<file path="config.mk">
export PLATFORM = sky130hd
export DESIGN_NAME = alu_result_buffer
export DESIGN_NICKNAME = d
export VERILOG_FILES = /design/src/rtl/alu_result_buffer_pkg.sv /design/src/rtl/alu_flag_gen.sv /design/src/rtl/alu_result_buffer.sv
export SDC_FILE = /design/constraint.sdc
export NUM_CORES = 1
export LEC_CHECK = 0
export CORE_MARGIN = 3
export CORE_UTILIZATION = 30
export DETAILED_ROUTE_END_ITERATION = 8
export GPL_TIMING_DRIVEN = 1
export HOLD_SLACK_MARGIN = 0.02
export PLACE_DENSITY = 0.53
export SYNTH_ARGS = -nofsm -noshare
export SYNTH_HDL_FRONTEND = slang
export SYNTH_SLANG_ARGS = --single-unit
</file>
<file path="constraint.sdc">
create_clock -name Clock -period 1.42 [get_ports Clock]
set_clock_uncertainty 0.05 [all_clocks]
set_input_delay 0.213 -clock Clock [delete_from_list [all_inputs] [get_ports Clock]]
set_output_delay 0.213 -clock Clock [all_outputs]
set_load 0.02 [all_outputs]
</file>
<file path="src/rtl/alu_result_buffer_pkg.sv">
// Shared CPU constants for the ALU result path: default datapath width, opsel codes,
// and the flag bundle that is stored with each buffered result.
package alu_result_buffer_pkg;

    localparam int WIDTH_DEFAULT = 24;

    localparam logic [2:0] OP_AND  = 3'b000;
    localparam logic [2:0] OP_OR   = 3'b001;
    localparam logic [2:0] OP_ADD  = 3'b010;
    localparam logic [2:0] OP_LESS = 3'b011;
    localparam logic [2:0] OP_XOR  = 3'b100;

    typedef struct packed {
        logic zero;
        logic neg;
        logic carry;
        logic ovf;
    } flags_t;

endpackage

</file>
<file path="src/rtl/alu_flag_gen.sv">
// Combinational flag generation for one ALU result, evaluated at the buffer write side.
module alu_flag_gen
    import alu_result_buffer_pkg::*;
#(
    parameter int WIDTH = WIDTH_DEFAULT
) (
    input  logic [WIDTH-1:0] i_result,
    input  logic [2:0]       i_opsel,
    input  logic             i_cout,
    input  logic             i_a_msb,
    input  logic             i_b_msb,
    output flags_t           o_flags
);

    logic w_is_add;

    assign w_is_add = (i_opsel == OP_ADD);

    always_comb begin
        o_flags       = '0;
        o_flags.zero  = (i_result == '0);
        o_flags.neg   = i_result[WIDTH-1];
        // Carry and signed overflow only mean something for the adder path.
        o_flags.carry = w_is_add && i_cout;
        o_flags.ovf   = w_is_add && (i_a_msb == i_b_msb) && (i_result[WIDTH-1] != i_a_msb);
    end

endmodule

</file>
<file path="src/rtl/alu_result_buffer.sv">
// Two-entry skid buffer between the ALU result selectors and writeback; flags are
// computed on push and travel with the result, plus a sticky overflow indicator.
module alu_result_buffer
    import alu_result_buffer_pkg::*;
#(
    parameter int WIDTH = WIDTH_DEFAULT,
    parameter int DEPTH = 2
) (
    input  logic             Clock,
    input  logic             Reset,
    input  logic             in_valid,
    output logic             in_ready,
    input  logic [WIDTH-1:0] in_result,
    input  logic [2:0]       in_opsel,
    input  logic             in_cout,
    input  logic             in_a_msb,
    input  logic             in_b_msb,
    output logic             out_valid,
    input  logic             out_ready,
    output logic [WIDTH-1:0] out_result,
    output logic             out_zero,
    output logic             out_neg,
    output logic             out_carry,
    output logic             out_ovf,
    output logic             ovf_sticky,
    input  logic             clr_sticky
);

    localparam logic [1:0] FULL = 2'(DEPTH);

    logic [WIDTH-1:0] r_mem_result [DEPTH];
    flags_t           r_mem_flags  [DEPTH];
    logic             r_wr_ptr;
    logic             r_rd_ptr;
    logic [1:0]       r_count;
    logic [WIDTH-1:0] r_hold_result;
    flags_t           r_hold_flags;
    logic             r_ovf_sticky;

    flags_t           w_flags;
    flags_t           w_out_flags;
    logic             w_push;
    logic             w_pop;

    alu_flag_gen #(.WIDTH(WIDTH)) u_flag_gen (
        .i_result (in_result),
        .i_opsel  (in_opsel),
        .i_cout   (in_cout),
        .i_a_msb  (in_a_msb),
        .i_b_msb  (in_b_msb),
        .o_flags  (w_flags)
    );

    assign in_ready  = (r_count < FULL);
    assign out_valid = (r_count != 2'd0);
    assign w_push    = in_valid && in_ready;
    assign w_pop     = out_valid && out_ready;

    always_ff @(posedge Clock or negedge Reset) begin
        if (!Reset) begin
            for (int i = 0; i < DEPTH; i++) begin
                r_mem_result[i] <= '0;
                r_mem_flags[i]  <= '0;
            end
            r_wr_ptr      <= 1'b0;
            r_rd_ptr      <= 1'b0;
            r_count       <= 2'd0;
            r_hold_result <= '0;
            r_hold_flags  <= '0;
            r_ovf_sticky  <= 1'b0;
        end else begin
            if (w_push) begin
                r_mem_result[r_wr_ptr] <= in_result;
                r_mem_flags[r_wr_ptr]  <= w_flags;
                r_wr_ptr               <= ~r_wr_ptr;
            end
            // Capture the departing head so the outputs stay put once the buffer drains.
            if (w_pop) begin
                r_hold_result <= r_mem_result[r_rd_ptr];
                r_hold_flags  <= r_mem_flags[r_rd_ptr];
                r_rd_ptr      <= ~r_rd_ptr;
            end
            case ({w_push, w_pop})
                2'b10:   r_count <= r_count + 2'd1;
                2'b01:   r_count <= r_count - 2'd1;
                default: r_count <= r_count;
            endcase
            if (w_push && w_flags.ovf) begin
                r_ovf_sticky <= 1'b1;
            end else if (clr_sticky) begin
                r_ovf_sticky <= 1'b0;
            end
        end
    end

    always_comb begin
        out_result  = r_hold_result;
        w_out_flags = r_hold_flags;
        if (out_valid) begin
            out_result  = r_mem_result[r_rd_ptr];
            w_out_flags = r_mem_flags[r_rd_ptr];
        end
    end

    assign out_zero   = w_out_flags.zero;
    assign out_neg    = w_out_flags.neg;
    assign out_carry  = w_out_flags.carry;
    assign out_ovf    = w_out_flags.ovf;
    assign ovf_sticky = r_ovf_sticky;

endmodule

</file>
==> results of run 1 <==
worst min path at each step:
stage	to	cells after the start	slack [ns]
after CTS	r_mem_result[0]$_DFFE_PN0P_	2	0.30
after floorplan	ovf_sticky$_DFFE_PN0P_	0	-0.13
after global routing	r_mem_result[0]$_DFFE_PN0P_	2	0.31
final	r_mem_result[0]$_DFFE_PN0P_	2	0.28
after global placement	r_hold_result[0]$_DFFE_PN0P_	1	0.10
after detailed placement	r_mem_result[0]$_DFFE_PN0P_	1	0.11
synthesized netlist by cell type, drive strengths merged (2+ instances only):
cell type,number,area (µm²)
buf,20,142.6
mux2i,27,270.3
inv,3,11.26
xnor2,4,35.03
nor3b,2,15.01
nor4,6,37.54
dfrtp,86,2152
mux2,48,626.8
clkbuf,3,11.26
nand2,37,138.9
nor2,28,105.1
a21oi,27,135.1
o31ai,2,15.01
o21ai,33,165.2
logic make-up after synthesis:
kind of cell	after synthesis	synth area share, %
compound gates	63	8.193
simple gates	79	8.703
flops	86	54.83
buf+inv	26	4.208
xor+xnor	4	0.8925
fa+ha+maj	1	0.3187
mux	75	22.86
power groups by stage:
stage | Combinational (mW) | Clock [mW] | Sequential, mW
6_report | 10.5 | 2.61 | 4.55
5_1_grt | 11.1 | 2.76 | 4.68
4_1_cts | 8.80 | 2.65 | 4.38
3_5_place_dp | 8.11 | 0 | 4.23
3_3_place_gp | 7.99 | 0 | 4.18
2_1_floorplan | 5.20 | 0 | 4.07
per-layer routing:
layer  track usage [%]  up-vias  wire length [µm]
met5                 0        -                 0
met4             6.161        0               223
met3             2.339       14               308
met2             24.21       49              6089
met1             18.80     1590              5441
li1                  -     1443                 -
worst max-delay path, delay by kind of cell, from the launching register on:
kind                   cells  cell delay [ns]
muxes                      1             0.30
buffers and inverters      2             0.35
DFF                        1             0.49
AOI/OAI and AO/OA          1             0.10
state kept, by name, summed over array words and instances, names as in the netlist:
signal	cells
r_rd_ptr	1
r_mem_result	48
r_mem_flags	6
r_wr_ptr	1
r_count	2
r_hold_flags	3
r_hold_result	24
ovf_sticky	1
area by class of cell:
class,instances,area (µm²),share of cell area (%)
Timing Repair Buffer,148,1685,25.22
Inverter,3,13.76,0.2060
Sequential cell,86,2153,32.23
Tap cell,172,215.2,3.221
Multi-Input combinational cell,222,2280,34.12
Clock buffer,11,252.7,3.783
Clock inverter,5,81.33,1.217
repair_timing:
item                                    CTS  global route
endpoints found under the hold margin    23             0
hold buffers                              1             0
gates cloned                              3            12
buffers inserted                          6             6
endpoints found under the setup margin   91           113
resized for setup                       221           123
pin swaps                                 5            13
==> impl_summary.log, run 1 <==
[metrics] slowest CP cell: sky130_fd_sc_hd__dfrtp_2
[metrics] CP Capture Type: primary output
[metrics] power dissipated by switching net loads: 6.773 mW
[metrics] violations in the final reports: setup timing
[metrics] horizontal die dimension: 120.4 µm
[metrics] Final Non-Filler Cells: 647
[metrics] total global routing track utilization: 14.54%
[metrics] count of routing violations after the opening detailed-route iteration: 131
[metrics] critical path start-end classification: register to primary output
[metrics] total of max-cap violations: 0
[metrics] cells traversed along the worst timing path: buf_8, mux2i_2, a21oi_2, buf_4
[metrics] final cell utilization of the core: 52.52%
[metrics] first element of the critical path: r_rd_ptr$_DFFE_PN0P_
[metrics] worst path required time: 1.16 ns
[metrics] pre-CTS setup slack: -0.5277 ns
[metrics] Final Net Count: 506
[metrics] drt first pass iters: 4
[metrics] overall die area: 0.01449 mm²
[metrics] endpoints failing setup: 114
[metrics] y dimension of the die: 120.4 µm
[metrics] total cell area at the placement stage: 0.005348 mm²
[metrics] count of H-tree levels built during CTS: 3
[metrics] total of warnings raised by yosys: 0
[metrics] I/O pins: 66
[metrics] DRT antenna net count: 0
[metrics] largest driver fanout on the critical path: 7
[metrics] TritonCTS clock tree: built
[metrics] Critical path destination: out_result[8]
[metrics] total wire length after detailed routing: 12,060 µm
[metrics] number of clock buffers inserted by TritonCTS: 9
[metrics] pin count of the biggest net entering global routing: 56
[metrics] leakage: 2.919 nW
[metrics] combinational share of power: 59.5%
[metrics] routed length per instance: 18.64 µm
[metrics] CP Launch Type: register
[metrics] number of diodes: 0
[metrics] Rows: 41
[metrics] PortBufs: 65
[metrics] most common library cell in the layout ignoring fill and taps: sky130_fd_sc_hd__dfrtp_1
[metrics] max incr delay on CP: 0.49 ns
[metrics] internal power: 10.90 mW
[metrics] fill cell count: 1,138
[metrics] post-synthesis average cell area: 11.75 µm²
[metrics] Fin Setup TNS: -31.49 ns
[metrics] sequential power share: 25.8%
[metrics] Max Clock Freq: 540.4 MHz
[metrics] CTS clock-pin slew for the worst setup and hold paths: 0.07 ns
[metrics] most frequent cells in the layout: sky130_fd_sc_hd__dfrtp_1, sky130_fd_sc_hd__buf_4, sky130_fd_sc_hd__clkdlybuf4s50_1
[metrics] final critical delay including setup and external delays: 1.850 ns
[metrics] Worst Max-Slew Pin Slew: 0.3949 ns
[metrics] unrepaired setup endpoints after global routing: true
[metrics] via count of the first global-routing pass: 3,202
[metrics] outcome: complete, but fails checks
[metrics] count of flip-flops with a built-in enable after synthesis: 0
[metrics] Slew Limit Headroom: 73.43%
[metrics] arrival time worst endpoint: 1.59 ns
[metrics] fraction of layout instances using a drive strength above 1: 59.37%
[metrics] r2r startpoint: r_count[1]$_DFFE_PN0P_
[metrics] min setup slack post-route: -0.4304 ns
[metrics] path depth of the worst reg2reg path: 6
[metrics] endpoint of the worst register-to-register path: r_mem_result[45]$_DFFE_PN0P_
[metrics] area growth from synthesis to final layout: 70.23%
[metrics] Switching Share: 38.33%
[metrics] number of endpoints with negative hold slack in the final report: 0
[metrics] CTS Buffer Depth: 2
[metrics] TritonCTS sink count: 86
[metrics] HPWL reported at the end of detailed placement: 6499 µm
[metrics] worst hold margin: 0.2815 ns
[metrics] synthesized flop and latch total: 86
[metrics] initial cell density of the core: 30.85%
[metrics] maximum vdd ir drop: 1.477 mV
[metrics] via count: 3,096
[metrics] dominant synthesized flop cell: sky130_fd_sc_hd__dfrtp_1
[metrics] overall power: 17.67 mW
[metrics] via/cell ratio: 4.785
[metrics] antenna violations before repair: 0
[metrics] master cell of the clock root buffer: sky130_fd_sc_hd__clkbuf_16
[metrics] class of the most critical hold timing path: primary input to asynchronous set/reset pin
[metrics] share of flip-flops with an asynchronous set or reset: 100.0%
[metrics] placed cell count: 605
[metrics] worst reg2reg setup slack: -0.42 ns
[metrics] number of slew-limit violations in the final report: 0
[metrics] synthesized area: 0.003925 mm²
[metrics] finished layout cell area: 0.006681 mm²
[metrics] synthesized net count: 370
[metrics] final critical-path share of the clock period: 130.3%
[metrics] part of the total power dissipated in the clock network: 14.7%
[metrics] total power density per cell area: 2645 mW/mm²
[metrics] core box area: 0.01272 mm²
[metrics] sequential area share after synthesis: 54.83%
[metrics] total grt overflow: 0
[metrics] count of distinct cell types in the synthesized netlist: 27
[metrics] routability congestion estimate from global placement: 0.6823
[metrics] wire length of the first global-routing pass: 16,460 µm
[metrics] remaining routing DRC violations: 0
[metrics] clock latency at the later pin of the worst-skew pair: 0.34 ns
[metrics] Gate Count Post-Synth: 334
Note: power is estimated with default switching activity, not from simulation.
==> inputs of run 2 (changes only) <==
CTS_BUF_LIST = sky130_fd_sc_hd__clkbuf_16   (was unset)
GPL_TIMING_DRIVEN = 0   (was 1)
==> impl_summary.log, run 2 (synthesis results as in run 1) <==
[metrics] area occupied by multi-input gates: 0.002280 mm²
[metrics] routed metal-1 wire length: 5271 µm
[metrics] Biggest register: r_mem_result
[metrics] master cell of the clock root buffer: sky130_fd_sc_hd__clkbuf_16
[metrics] via count: 2,973
[metrics] cells traversed along the worst timing path: or2_4, buf_12, nor2_4, a21oi_4, buf_6, buf_6
[metrics] Max Clock Freq: 525.4 MHz
[metrics] initial cell density of the core: 30.85%
[metrics] number of clock buffers inserted by TritonCTS: 9
[metrics] leakage: 2.812 nW
[metrics] TritonCTS clock tree: built
[metrics] PortBufs: 65
[metrics] final critical delay including setup and external delays: 1.903 ns
[metrics] class of the most critical hold timing path: primary input to asynchronous set/reset pin
[metrics] CTS clock-pin slew for the worst setup and hold paths: 0.06 ns
[metrics] area growth from synthesis to final layout: 66.50%
[metrics] fraction of layout instances using a drive strength above 1: 54.99%
[metrics] remaining routing DRC violations: 0
[metrics] most frequent cells in the layout: sky130_fd_sc_hd__dfrtp_1, sky130_fd_sc_hd__clkdlybuf4s50_1, sky130_fd_sc_hd__buf_6, sky130_fd_sc_hd__nand2_1
[metrics] metal2 WL: 5876 µm
[metrics] TritonCTS sink count: 86
[metrics] core box area: 0.01272 mm²
[metrics] arrival time worst endpoint: 1.64 ns
[metrics] total of max-cap violations: 0
[metrics] overall power: 17.60 mW
[metrics] via count of the first global-routing pass: 3,134
[metrics] Rows: 41
[metrics] CTS Buffer Depth: 2
[metrics] flip-flop count of the largest register, all copies and words added: 48
[metrics] most common cell type on the critical path: sky130_fd_sc_hd__buf_6
[metrics] wire length of the first global-routing pass: 17,650 µm
[metrics] routability congestion estimate from global placement: 0.6891
[metrics] clock latency at the later pin of the worst-skew pair: 0.34 ns
[metrics] largest registers: r_mem_result: 48 flops, r_hold_result: 24 flops, r_mem_flags: 6 flops
[metrics] unrepaired setup endpoints after global routing: true
[metrics] worst path required time: 1.16 ns
[metrics] I/O pins: 66
[metrics] met3 routed WL: 441 µm
[metrics] final cell utilization of the core: 51.37%
[metrics] DRT antenna net count: 0
[metrics] count of routing violations after the opening detailed-route iteration: 133
[metrics] total cell area at the placement stage: 0.005030 mm²
[metrics] fill cell count: 1,129
[metrics] max incr delay on CP: 0.38 ns
[metrics] overall die area: 0.01449 mm²
[metrics] slowest CP cell: sky130_fd_sc_hd__dfrtp_1
[metrics] min setup slack post-route: -0.4833 ns
[metrics] pin count of the biggest net entering global routing: 47
[metrics] Worst Max-Slew Pin Slew: 0.5692 ns
[metrics] number of slew-limit violations in the final report: 0
[metrics] Slew Limit Headroom: 61.70%
[metrics] finished layout cell area: 0.006535 mm²
[metrics] maximum vdd ir drop: 1.423 mV
[metrics] via/cell ratio: 4.772
[metrics] most common library cell in the layout ignoring fill and taps: sky130_fd_sc_hd__dfrtp_1
[metrics] CP Capture Type: primary output
[metrics] Buf+Inv Stages, Crit Path: 3
[metrics] antenna violations before repair: 0
[metrics] Final Net Count: 482
[metrics] total grt overflow: 0
[metrics] critical path start-end classification: register to primary output
[metrics] violations in the final reports: setup timing
[metrics] category of cells accounting for the largest share of critical-path delay: simple AND/OR/NAND/NOR gates
[metrics] pre-CTS setup slack: -0.8480 ns
[metrics] routed length per instance: 18.87 µm
[metrics] largest driver fanout on the critical path: 10
[metrics] drt first pass iters: 4
[metrics] number of diodes: 0
[metrics] CP Launch Type: register
[metrics] Seq. cell area: 0.002152 mm²
[metrics] outcome: complete, but fails checks
[metrics] endpoints failing setup: 115
[metrics] placed cell count: 572
[metrics] number of endpoints with negative hold slack in the final report: 0
[metrics] highest routed metal layer: met4
[metrics] total power density per cell area: 2693 mW/mm²
[metrics] total wire length after detailed routing: 11,760 µm
[metrics] horizontal die dimension: 120.4 µm
[metrics] final critical-path share of the clock period: 134.0%
[metrics] count of H-tree levels built during CTS: 3
[metrics] y dimension of the die: 120.4 µm
[metrics] HPWL reported at the end of detailed placement: 6775 µm
[metrics] total global routing track utilization: 15.86%
[metrics] Final Non-Filler Cells: 623
==> run 2: cell types whose count changed in the layout (fill, tap and decap cells not counted), moves of 3 or more <==
cell	delta
sky130_fd_sc_hd__buf_4	-33
sky130_fd_sc_hd__buf_8	+4
sky130_fd_sc_hd__nor2_4	-9
sky130_fd_sc_hd__nor2_1	+6
sky130_fd_sc_hd__mux2i_4	+8
sky130_fd_sc_hd__mux2i_1	-4
sky130_fd_sc_hd__nand2_1	+3
sky130_fd_sc_hd__nand2_2	-4
sky130_fd_sc_hd__mux2i_2	-4
sky130_fd_sc_hd__nor2_2	+3
sky130_fd_sc_hd__o21ai_1	+3
==> run 2: metal layers <==
metal,vias up,track usage (%)
li1,1388,-
met1,1517,21.46
met2,58,25.43
met3,10,4.022
met4,0,4.249
met5,-,0
==> run 2: stage by stage <==
step           hold slack (ns)  TNS [ns]
3_3_place_gp            0.4119   -316.10
3_5_place_dp            0.1964    -49.17
2_1_floorplan          -0.1326    -4.871
6_report                0.3561    -32.61
4_1_cts                 0.3697    -27.49
5_1_grt                 0.4072    -37.91
==> run 2: final timing paths <==
path                                            startpoint                       endpoint  slack, ns  cells past startpoint
worst min-delay path                                 Reset   r_hold_result[3]$_DFFE_PN0P_       0.36                      2
worst max-delay path                r_count[0]$_DFFE_PN0P_                 out_result[23]      -0.48                      6
worst max register to register      r_count[1]$_DFFE_PN0P_   r_mem_result[26]$_DFFE_PN0P_      -0.38                      6
max in group asynchronous                            Reset  r_hold_result[22]$_DFFE_PN0P_       0.32                      3
worst min register to register  r_mem_flags[0]$_DFFE_PN0P_     r_mem_flags[0]$_DFFE_PN0P_       0.44                      2
min in group Clock                              clr_sticky         ovf_sticky$_DFFE_PN0P_       0.41                      2
==> run 2: worst reg2reg max path, delay by kind of cell (launching register included) <==
family | cells | cell delay, ns
AND/OR/NAND/NOR | 1 | 0.41
flip-flops | 1 | 0.37
buffers and inverters | 4 | 0.57
multiplexers | 1 | 0.29
==> run 2: repair_timing <==
action / 4_1_cts / 5_1_grt
endpoints found under the hold margin: 40 / 0
setup endpoints to repair: 108 / 115
buffers inserted: 14 / 11
pin swaps: 9 / 8
gates cloned: 4 / 9
hold buffers: 1 / 0
gates resized for setup: 267 / 112
==> run 2: cell type report <==
cell class              instances  share of cell area, %
repair buffers                103                  18.84
multi-input cells             222                  34.88
flip-flops and latches         86                  32.93
well taps                     172                  3.293
clock inverters                 7                 0.8616
plain buffers                  21                  5.533
clock buffers                   9                  3.446
inverters                       3                 0.2106
==> run 2: report_power, final <==
part / leakage [nW] / total, mW / switching, mW / internal [mW]
combinational: 1.61 / 10.7 / 4.88 / 5.87
sequential: 1.05 / 4.58 / 0.988 / 3.59
clock: 0.145 / 2.27 / 0.938 / 1.33
total: 2.81 / 17.6 / 6.81 / 10.8
==> inputs of run 3 (changes only) <==
ABC_CLOCK_PERIOD_IN_PS = 1890   (was unset)
PLACE_DENSITY = 0.51   (was 0.53)
clock period = 1.89 ns   (was 1.42 ns; I/O delays follow)
==> impl_summary.log, run 3 (synthesis results as in run 1) <==
[metrics] final critical delay including setup and external delays: 1.901 ns
[metrics] CTS Buffer Depth: 2
[metrics] count of H-tree levels built during CTS: 3
[metrics] count of routing violations after the opening detailed-route iteration: 195
[metrics] finished layout cell area: 0.005488 mm²
[metrics] initial cell density of the core: 30.85%
[metrics] CP Launch Type: register
[metrics] Biggest register: r_mem_result
[metrics] metal2 WL: 4559 µm
[metrics] final critical-path share of the clock period: 100.6%
[metrics] most common cell type on the critical path: sky130_fd_sc_hd__buf_4
[metrics] number of clock buffers inserted by TritonCTS: 9
[metrics] DRT antenna net count: 0
[metrics] CTS clock-pin slew for the worst setup and hold paths: 0.06 ns
[metrics] worst path required time: 1.56 ns
[metrics] violations in the final reports: setup timing
[metrics] total grt overflow: 0
[metrics] routed metal-1 wire length: 4673 µm
[metrics] maximum vdd ir drop: 1.159 mV
[metrics] most common library cell in the layout ignoring fill and taps: sky130_fd_sc_hd__dfrtp_1
[metrics] overall die area: 0.01449 mm²
[metrics] y dimension of the die: 120.4 µm
[metrics] cells traversed along the worst timing path: or2_4, buf_4, nor2_1, a21oi_2, buf_4
[metrics] core box area: 0.01272 mm²
[metrics] total of max-cap violations: 0
[metrics] critical path start-end classification: register to primary output
[metrics] power dissipated by switching net loads: 4.144 mW
[metrics] min setup slack post-route: -0.01147 ns
[metrics] met3 routed WL: 371 µm
[metrics] slowest CP cell: sky130_fd_sc_hd__dfrtp_1
[metrics] combinational share of power: 55.1%
[metrics] class of the most critical hold timing path: primary input to asynchronous set/reset pin
[metrics] total cell area at the placement stage: 0.004820 mm²
[metrics] placed cell count: 572
[metrics] Buf+Inv Stages, Crit Path: 2
[metrics] HPWL reported at the end of detailed placement: 6574 µm
[metrics] Worst Max-Slew Pin Slew: 0.4551 ns
[metrics] Rows: 41
[metrics] outcome: complete, but fails checks
[metrics] routed length per instance: 16.30 µm
[metrics] routability congestion estimate from global placement: 0.7434
[metrics] via count of the first global-routing pass: 2,914
[metrics] final cell utilization of the core: 43.14%
[metrics] total global routing track utilization: 13.86%
[metrics] worst hold margin: 0.4034 ns
[metrics] category of cells accounting for the largest share of critical-path delay: simple AND/OR/NAND/NOR gates
[metrics] largest driver fanout on the critical path: 10
[metrics] largest registers: r_mem_result: 48 flops, r_hold_result: 24 flops, r_mem_flags: 6 flops
[metrics] sequential power share: 29.8%
[metrics] number of endpoints with negative hold slack in the final report: 0
[metrics] via count: 2,789
[metrics] max incr delay on CP: 0.39 ns
[metrics] arrival time worst endpoint: 1.57 ns
[metrics] most frequent cells in the layout: sky130_fd_sc_hd__dfrtp_1, sky130_fd_sc_hd__nand2_1, sky130_fd_sc_hd__buf_4
[metrics] antenna violations before repair: 0
[metrics] TritonCTS clock tree: built
[metrics] remaining routing DRC violations: 0
[metrics] pin count of the biggest net entering global routing: 55
[metrics] drt first pass iters: 4
[metrics] Switching Share: 37.84%
[metrics] PortBufs: 65
[metrics] Final Net Count: 456
[metrics] part of the total power dissipated in the clock network: 15.1%
[metrics] number of slew-limit violations in the final report: 0
[metrics] number of diodes: 0
[metrics] wire length of the first global-routing pass: 15,550 µm
[metrics] horizontal die dimension: 120.4 µm
[metrics] CP Capture Type: primary output
[metrics] master cell of the clock root buffer: sky130_fd_sc_hd__clkbuf_16
[metrics] Final Non-Filler Cells: 596
[metrics] fraction of layout instances using a drive strength above 1: 38.44%
[metrics] total wire length after detailed routing: 9714 µm
[metrics] TritonCTS sink count: 86
[metrics] leakage: 2.437 nW
[metrics] area growth from synthesis to final layout: 39.82%
[metrics] Max Clock Freq: 525.9 MHz
[metrics] overall power: 10.95 mW
[metrics] Fin Setup TNS: -0.02648 ns
[metrics] pre-CTS setup slack: -0.7057 ns
[metrics] flip-flop count of the largest register, all copies and words added: 48
[metrics] I/O pins: 66
[metrics] endpoints failing setup: 3
[metrics] internal power: 6.807 mW
[metrics] clock latency at the later pin of the worst-skew pair: 0.33 ns
[metrics] unrepaired setup endpoints after global routing: true
[metrics] total power density per cell area: 1995 mW/mm²
[metrics] highest routed metal layer: met4
[metrics] via/cell ratio: 4.680
[metrics] Slew Limit Headroom: 69.38%
-- run 3: cell count changes in the layout (fill, tap and decap cells not counted), moves of 11 or more --
| cell | previous run | this run |
|---|---|---|
| sky130_fd_sc_hd__nand2_1 | 26 | 37 |
| sky130_fd_sc_hd__buf_4 | 23 | 36 |
| sky130_fd_sc_hd__nor2_1 | 9 | 22 |
| sky130_fd_sc_hd__o21ai_1 | 23 | 0 |
| sky130_fd_sc_hd__buf_6 | 26 | 4 |
| sky130_fd_sc_hd__o21ai_0 | 0 | 32 |
-- run 3: what timing repair did --
| action | 4_1_cts | 5_1_grt |
|---|---|---|
| setup buffers | 6 | 1 |
| hold endpoints to repair | 32 | 0 |
| gates resized for setup | 187 | 46 |
| gates cloned | 1 | 1 |
| endpoints found under the setup margin | 31 | 58 |
| pin swaps | 6 | 0 |
| hold buffers | 1 | 0 |
-- run 3: worst paths after layout --
check	startpoint	endpoint	slack (ns)	depth (start not counted)
setup / recovery	r_count[1]$_DFFE_PN0P_	out_result[10]	-0.01	5
hold / removal	Reset	r_hold_result[5]$_DFFE_PN0P_	0.40	2
setup reg to reg	r_count[1]$_DFFE_PN0P_	r_count[1]$_DFFE_PN0P_	0.11	8
hold reg to reg	r_mem_flags[1]$_DFFE_PN0P_	r_mem_flags[1]$_DFFE_PN0P_	0.43	2
max in group asynchronous	Reset	r_mem_result[21]$_DFFE_PN0P_	0.77	3
min in group Clock	r_mem_flags[1]$_DFFE_PN0P_	r_mem_flags[1]$_DFFE_PN0P_	0.43	2
-- run 3: power groups by stage --
stage	clock network, mW	logic (mW)	registers (mW)
floorplan	0	3.27	3.03
global placement	0	5.10	3.11
detailed placement	0	5.16	3.15
CTS	1.70	5.58	3.21
global route	1.78	6.47	3.37
finish	1.65	6.03	3.26
-- run 3: final cells by class --
type	instances	area (µm²)
buffer	22	241.5
clock buffer	9	225.2
clock inverter	6	48.80
fill	1243	7234
inverter	3	11.26
multi-input combinational	222	1868
sequential	86	2152
tap	172	215.2
timing repair buffer	76	725.7
-- run 3: per-layer routing --
metal / track usage, % / vias to the layer above
met5: 0 / -
met4: 5.524 / 0
met3: 2.526 / 6
met2: 21.94 / 48
met1: 18.84 / 1399
li1: - / 1336
-- run 3: worst register-to-register path, delay by kind of cell (launching register included) --
kind	cells	cell delay [ns]
buffers and inverters	4	0.53
XOR/XNOR	1	0.12
AND/OR/NAND/NOR	1	0.14
adder cells (fa/ha/maj)	1	0.30
AO/OA/AOI/OAI	1	0.17
flip-flops	1	0.39
